<file path="src/rtl/pipe_seq_ctrl.sv">
// pipe_seq_ctrl: central run/halt/drain sequencer, load-use stall, branch flush and EXE forwarding selects.
// Optional build macro PIPE_STEP_EN adds a single-step input that runs one fetch cycle out of HALT.
module pipe_seq_ctrl #(
  parameter int DRAIN_CYCLES = 4,
  parameter int CNT_W        = 16
) (
  input  logic             clk,
  input  logic             rst,
  input  logic             run,
`ifdef PIPE_STEP_EN
  input  logic             step,
`endif
  input  logic [4:0]       id_rs,
  input  logic [4:0]       id_rt,
  input  logic             id_uses_rt,
  input  logic             id_br_taken,
  input  logic             ex_memread,
  input  logic [4:0]       ex_rs,
  input  logic [4:0]       ex_rt,
  input  logic             ex_alusrc,
  input  logic             mem_regwr,
  input  logic [4:0]       mem_rw,
  input  logic             wr_regwr,
  input  logic [4:0]       wr_rw,
  output logic             pc_en,
  output logic             ifid_en,
  output logic             ifid_flush,
  output logic             idex_flush,
  output logic [1:0]       fwd_a,
  output logic [1:0]       fwd_b,
  output logic [1:0]       state,
  output logic [CNT_W-1:0] stall_cnt,
  output logic [CNT_W-1:0] flush_cnt
);

  typedef enum logic [1:0] {
    ST_HALT  = 2'd0,
    ST_RUN   = 2'd1,
    ST_DRAIN = 2'd2
  } state_e;

  localparam logic [3:0]       DRAIN_LOAD = 4'(DRAIN_CYCLES);
  localparam logic [CNT_W-1:0] CNT_MAX    = {CNT_W{1'b1}};

  state_e           state_q, state_d;
  logic [3:0]       drain_q, drain_d;
  logic [CNT_W-1:0] stall_cnt_q, stall_cnt_d;
  logic [CNT_W-1:0] flush_cnt_q, flush_cnt_d;
  logic             lu_hit;
  logic             lu_bubble;
  logic             start_req;

`ifdef PIPE_STEP_EN
  logic step_q, step_d;
  // Step only launches from HALT; the RUN cycle then drains because run is still low.
  assign step_d    = step;
  assign start_req = run | (step & ~step_q);
`else
  assign start_req = run;
`endif

  // Load in EXE whose destination is a source of the ID instruction.
  assign lu_hit = ex_memread & (ex_rt != 5'd0) &
                  ((ex_rt == id_rs) | (id_uses_rt & (ex_rt == id_rt)));

  function automatic logic [1:0] fwd_sel(input logic [4:0] src);
    logic [1:0] sel;
    sel = 2'd0;
    if (mem_regwr && (mem_rw != 5'd0) && (mem_rw == src)) begin
      sel = 2'd1;
    end else if (wr_regwr && (wr_rw != 5'd0) && (wr_rw == src)) begin
      sel = 2'd2;
    end
    return sel;
  endfunction

  always_comb begin
    fwd_a = fwd_sel(ex_rs);
    fwd_b = ex_alusrc ? 2'd3 : fwd_sel(ex_rt);
  end

  always_comb begin
    state_d    = state_q;
    drain_d    = drain_q;
    pc_en      = 1'b0;
    ifid_en    = 1'b0;
    ifid_flush = 1'b0;
    idex_flush = 1'b1;
    lu_bubble  = 1'b0;
    unique case (state_q)
      ST_HALT: begin
        drain_d = 4'd0;
        if (start_req) begin
          state_d = ST_RUN;
        end
      end
      ST_RUN: begin
        pc_en      = 1'b1;
        ifid_en    = 1'b1;
        idex_flush = 1'b0;
        // A pending load-use hides the branch; it is re-resolved after the bubble.
        if (lu_hit) begin
          pc_en      = 1'b0;
          ifid_en    = 1'b0;
          idex_flush = 1'b1;
          lu_bubble  = 1'b1;
        end else if (id_br_taken) begin
          ifid_flush = 1'b1;
        end
        if (!run) begin
          state_d = ST_DRAIN;
          drain_d = DRAIN_LOAD;
        end
      end
      ST_DRAIN: begin
        if (run) begin
          state_d = ST_RUN;
          drain_d = 4'd0;
        end else if (drain_q <= 4'd1) begin
          state_d = ST_HALT;
          drain_d = 4'd0;
        end else begin
          drain_d = drain_q - 4'd1;
        end
      end
      default: begin
        state_d = ST_HALT;
        drain_d = 4'd0;
      end
    endcase
  end

  always_comb begin
    stall_cnt_d = stall_cnt_q;
    flush_cnt_d = flush_cnt_q;
    if (lu_bubble && (stall_cnt_q != CNT_MAX)) begin
      stall_cnt_d = stall_cnt_q + 1'b1;
    end
    if (ifid_flush && (flush_cnt_q != CNT_MAX)) begin
      flush_cnt_d = flush_cnt_q + 1'b1;
    end
  end

  always_ff @(posedge clk or posedge rst) begin
    if (rst) begin
      state_q     <= ST_HALT;
      drain_q     <= 4'd0;
      stall_cnt_q <= '0;
      flush_cnt_q <= '0;
    end else begin
      state_q     <= state_d;
      drain_q     <= drain_d;
      stall_cnt_q <= stall_cnt_d;
      flush_cnt_q <= flush_cnt_d;
    end
  end

`ifdef PIPE_STEP_EN
  always_ff @(posedge clk or posedge rst) begin
    if (rst) begin
      step_q <= 1'b0;
    end else begin
      step_q <= step_d;
    end
  end
`endif

  assign state     = state_q;
  assign stall_cnt = stall_cnt_q;
  assign flush_cnt = flush_cnt_q;

endmodule

</file>
<file path="config.mk">
export PLATFORM = sky130hd
export DESIGN_NAME = pipe_seq_ctrl
export DESIGN_NICKNAME = d
export VERILOG_FILES = /design/src/rtl/pipe_seq_ctrl.sv
export SDC_FILE = /design/constraint.sdc
export NUM_CORES = 1
export LEC_CHECK = 0
export CORE_MARGIN = 8
export CORE_UTILIZATION = 40
export DETAILED_ROUTE_END_ITERATION = 10
export HOLD_SLACK_MARGIN = 0.05
export PLACE_DENSITY = 0.73
export SYNTH_ARGS = -nofsm -noshare
export SYNTH_HDL_FRONTEND = slang
export SYNTH_SLANG_ARGS = --single-unit
</file>
<file path="constraint.sdc">
create_clock -name clk -period 2.4 [get_ports clk]
set_input_delay 0.48 -clock clk [delete_from_list [all_inputs] [get_ports clk]]
set_output_delay 0.48 -clock clk [all_outputs]
set_load 0.02 [all_outputs]
</file>
# == Word-level counts from Yosys, hierarchy flattened ==
# Cells that the tools add are included.
# totals
regBits,38
out_inout_bits,42
elab_cells,60
# op_classes
add_sub_neg,3
n_lt_le_gt_ge,1
n_eq_ne,13
n_mux,22
n_bitwise,4
n_reduce_logical,13
# op_table
op,count
$add A16 B1 Y16 const B,2
$ne A16 B16 Y1 const B,2
$eq A5 B5 Y1,6
$mux W2,9
$reduce_bool A5 Y1,3
$mux W4,3
$logic_and A1 B1 Y1,8
$mux W1,8
$pmux W4 S2,1
$pmux W2 S3,1
$le A4 B1 Y1 const B,1
$ne A2 B2 Y1 const B,2
$sub A4 B1 Y4 const B,1
$and A1 B1 Y1,3
$ne A3 B3 Y1 const B,1
$reduce_and A3 Y1,1
$eq A2 B1 Y1 const B,1
$eq A2 B2 Y1 const B,1
$logic_not A2 Y1,1
$or A1 B1 Y1,1

# == Logic depth before layout (Yosys ltp) ==
# logic_depth
ltp_word,7
mapped_depth,8
ltp_nobuf,7

# == Worst setup path after synthesis ==
# No wires, ideal clock.
# synth_path
kind,input port to output port
startpoint,input port ex_rt[4]
endpoint,output port pc_en
arrival_ps,2591
t_required_ps,1920
setup_slack_ps,-671
stages,8
cell_sequence,buf_6 > xor2_1 > nor4_4 > a32oi_2 > clkbuf_1 > o21ai_0 > inv_1 > buf_4
# synth_via
elab_chain_cells,6
# synth_lines
item,line,source
"start, declared",19,"input logic [4:0] ex_rt,"
$eq A5 B5 Y1,64,((ex_rt == id_rs) | (id_uses_rt & (ex_rt == id_rt)));
$and A1 B1 Y1,64,
$or A1 B1 Y1,64,
$and A1 B1 Y1 *,63,assign lu_hit = ex_memread & (ex_rt != 5'd0) &
$mux W1 * (2 in series),--,
"end, declared",25,"output logic pc_en,"
# Every way passes the cells marked *; elsewhere a longest branch is shown, timed or not.

# == Worst setup path in the final report ==
# layout_path
startpoint,input port mem_rw[4]
endpoint,output port fwd_b[1]
# layout_via
elab_chain_cells,5
# layout_lines
item,line,source
"start, declared",22,"input logic [4:0] mem_rw,"
$reduce_bool A5 Y1,69,if (mem_regwr && (mem_rw != 5'd0) && (mem_rw == src)) begin
$logic_and A1 B1 Y1,69,
$logic_and A1 B1 Y1 *,69,
$mux W2 *,69,
$mux W2 *,79,fwd_b = ex_alusrc ? 2'd3 : fwd_sel(ex_rt);
"end, declared",30,"output logic [1:0] fwd_b,"
# Marked as above.

==> run summary <==
Status - finished clean
Synthesized area - 2610 sq um
Post-Synth XOR/XNOR Area - 18.1%
Vias per inst - 5.51
Post-synth EDFFs - 0
Placed instance area - 3730 sq um
Clock sinks - 38
Via count - 2,595
Hold depth - 1
VDD IR max - 0.423 mV
Pins over their slew limit - 0
FFs w/ async S/R, synth - 100%
Most frequent cells in the layout - clkdlybuf4s50_1 (44), buf_4 (41), dfrtp_1 (38), xnor2_1 (29), xor2_1 (19)
# setup viols final - 0
Final hold slack - 526 ps
IO buf count - 80
RSZ-0062 raised after global routing - yes
Achievable Freq - 418 MHz
Final ANT Viol Nets - 0
Crit path DAT - 1910 ps
Routed WL per cell - 17.1 um
Simple-gate share of the synthesized area - 21.4%
Final instance area - 3960 sq um
Largest net degree at the start of global routing - 39
GRT overflow - 0
Clock slew at reported path FFs - 70 ps
Worst min-delay path class - reg2reg
Worst-skew pair later-pin latency - 290 ps
Worst setup EP type - primary output
Slew of the pin with the lowest slew margin - 640 ps
Synth unique cells - 44
Worst Hold End - flush_cnt[15]$_DFFE_PP0P_
Reg2reg start - state[1]$_DFFE_PP0P_
Initial antenna violation count - 0
Placer Congestion - 0.901
Initial Util - 41.3%
DRC Markers - 0
CTS tree - yes
Largest family of logic cells by synthesized area - simple AND/OR/NAND/NOR gates
Top FF cell, synth - dfrtp_1
Crit-path max FO - 2
CTS max path bufs - 2
Final HPWL DP - 5.99 mm
MaxCap Viol Count - 0
Gate Count Post-Synth - 275
DR iter-0 viols - 148
Final hold vios - 0
Hold buffers post-CTS - 0
Worst Min Path Start - flush_cnt[15]$_DFFE_PP0P_
Setup TNS Final - 0 ps
R2r setup slk - 380 ps
H-tree levels - 2
Slew headroom - 57.0%
PwrDens - 579 nW/um^2
Fin util - 62.7%
Die area - 9350 sq um
Total track usage - 16.8%
Top Ports - 81
Drt first pass iters - 4
Tmin final - 2390 ps
Setup CP Type - in2out
Root Buffer - clkbuf_8
Multiplexer share of the synthesized area - 4.66%
# diodes - 0
Syn avg cell area - 9.48 sq um
Synth-to-layout area growth - 51.9%
Final WL - 8.05 mm
Crit path largest cell delay - 540 ps
Commonest non-fill, non-tap cell in the layout - clkdlybuf4s50_1
Compound-Gate Fraction of Synth Area - 11.2%
Chip height - 96.7 um
First-pass GRT wire length - 13.3 mm
Vias in the first global route - 2,607
Crit start category - input pin
Core Region - 6310 sq um
Period utilization - 99.7%
Reg2Reg Depth - 7
Worst endpoint required time - 1920 ps
Static Leak - 1.69 nW
Die Wd - 96.7 um
Synth Warn # - 0
Critical-path top delay cell - or4_4
FF+latch count, synth - 38
Total power - 0.00229 W
Clock Skews - 1.75 ps
Seq/Total Area, Yosys - 36.5%
Total CTS buffers - 5
Share of layout cells above drive strength 1 - 27.4%
CP cell instances - buf_6 > or4_4 > o21ai_4 > nor4_4 > o41ai_2 > buf_4
Fin nets - 440
Post-Synth Adder-Cell Area - 3.84%
Num rows - 29
R2r endpoint - flush_cnt[1]$_DFFE_PP0P_
Syn Nets - 322
==> flip-flops by register name, indices dropped and copies added, names as in the netlist <==
signal / count
flush_cnt: 16
stall_cnt: 16
drain_q: 4
state: 2
==> how the worst max path moves through the flow <==
stage	startpoint	to	cells past startpoint
4_1_cts	id_rs[0]	ifid_flush	8
2_1_floorplan	ex_rt[1]	pc_en	7
6_report	mem_rw[4]	fwd_b[1]	6
3_5_place_dp	mem_rw[1]	fwd_b[1]	6
3_3_place_gp	mem_rw[1]	fwd_b[1]	6
5_1_grt	mem_rw[4]	fwd_b[1]	6
==> metrics by stage <==
step                setup WS (ps)  cells
floorplan                    -122    275
global placement             -800    455
detailed placement           -889    455
CTS                          1.83    468
global route                -72.8    471
finish                       7.64    471
==> layer usage <==
layer / wire (um) / global-route usage (%) / vias up / share of wire, %
met2: 3960 / 28.5 / 91 / 49
met5: 0 / 0 / - / 0
met4: 153 / 5.44 / 0 / 1.9
li1: - / - / 1232 / -
met1: 3540 / 20.6 / 1260 / 44
met3: 393 / 3.34 / 12 / 4.9
==> cell usage after synthesis (2+ instances only) <==
| library cell | n | area [sq um] |
|---|---|---|
| a21oi_1 | 4 | 20.0 |
| a32o_1 | 2 | 20.0 |
| and3_1 | 8 | 50.1 |
| and4_1 | 2 | 17.5 |
| buf_2 | 6 | 30.0 |
| buf_6 | 2 | 22.5 |
| clkbuf_1 | 3 | 11.3 |
| dfrtp_1 | 38 | 951 |
| ha_1 | 8 | 100 |
| inv_1 | 11 | 41.3 |
| mux2_2 | 9 | 101 |
| mux2i_1 | 2 | 20.0 |
| nand2_1 | 15 | 56.3 |
| nand3_1 | 16 | 80.1 |
| nand4_1 | 17 | 106 |
| nor2_1 | 14 | 52.6 |
| nor3_1 | 6 | 30.0 |
| nor4_1 | 7 | 43.8 |
| o2111ai_1 | 2 | 17.5 |
| o211ai_1 | 6 | 45.0 |
| o21a_1 | 2 | 15.0 |
| o21ai_0 | 14 | 70.1 |
| o31ai_1 | 2 | 15.0 |
| o41ai_1 | 2 | 17.5 |
| or2_2 | 3 | 18.8 |
| or4_1 | 6 | 45.0 |
| xnor2_1 | 29 | 254 |
| xor2_1 | 23 | 201 |
==> cell type report <==
class / instances / area, sq um
Clock buffer: 5 / 68.8
Clock inverter: 3 / 40.0
Fill cell: 561 / 2350
Inverter: 11 / 41.3
Multi-Input combinational cell: 214 / 1690
Sequential cell: 38 / 951
Tap cell: 77 / 96.3
Timing Repair Buffer: 123 / 1070
==> cell families (layout without fill, tap and decap cells) <==
group	count (synthesis)	after routing
DFF	38	38
adders and majority gates	8	8
muxes	11	11
xor gates and xnor gates	53	53
AOI/OAI and AO/OA	42	42
and+or+nand+nor	100	100
buffers and inverters	23	142
==> repair_timing <==
item,4_1_cts,5_1_grt
resized for setup,115,12
endpoints found under the setup margin,26,7
setup buffers,5,3
pin swaps,19,11
==> power breakdown <==
| group | switching, W | internal (W) |
|---|---|---|
| clock | 0.000229 | 0.000306 |
| sequential | 0.000112 | 0.000716 |
| combinational | 0.000497 | 0.000433 |
==> worst max-delay path, delay by kind of cell <==
family,cells,cell delay [ps]
AND/OR/NAND/NOR,2,620
AO/OA/AOI/OAI,2,530
buffers and inverters,2,280
(Power assumes the default switching activity.)
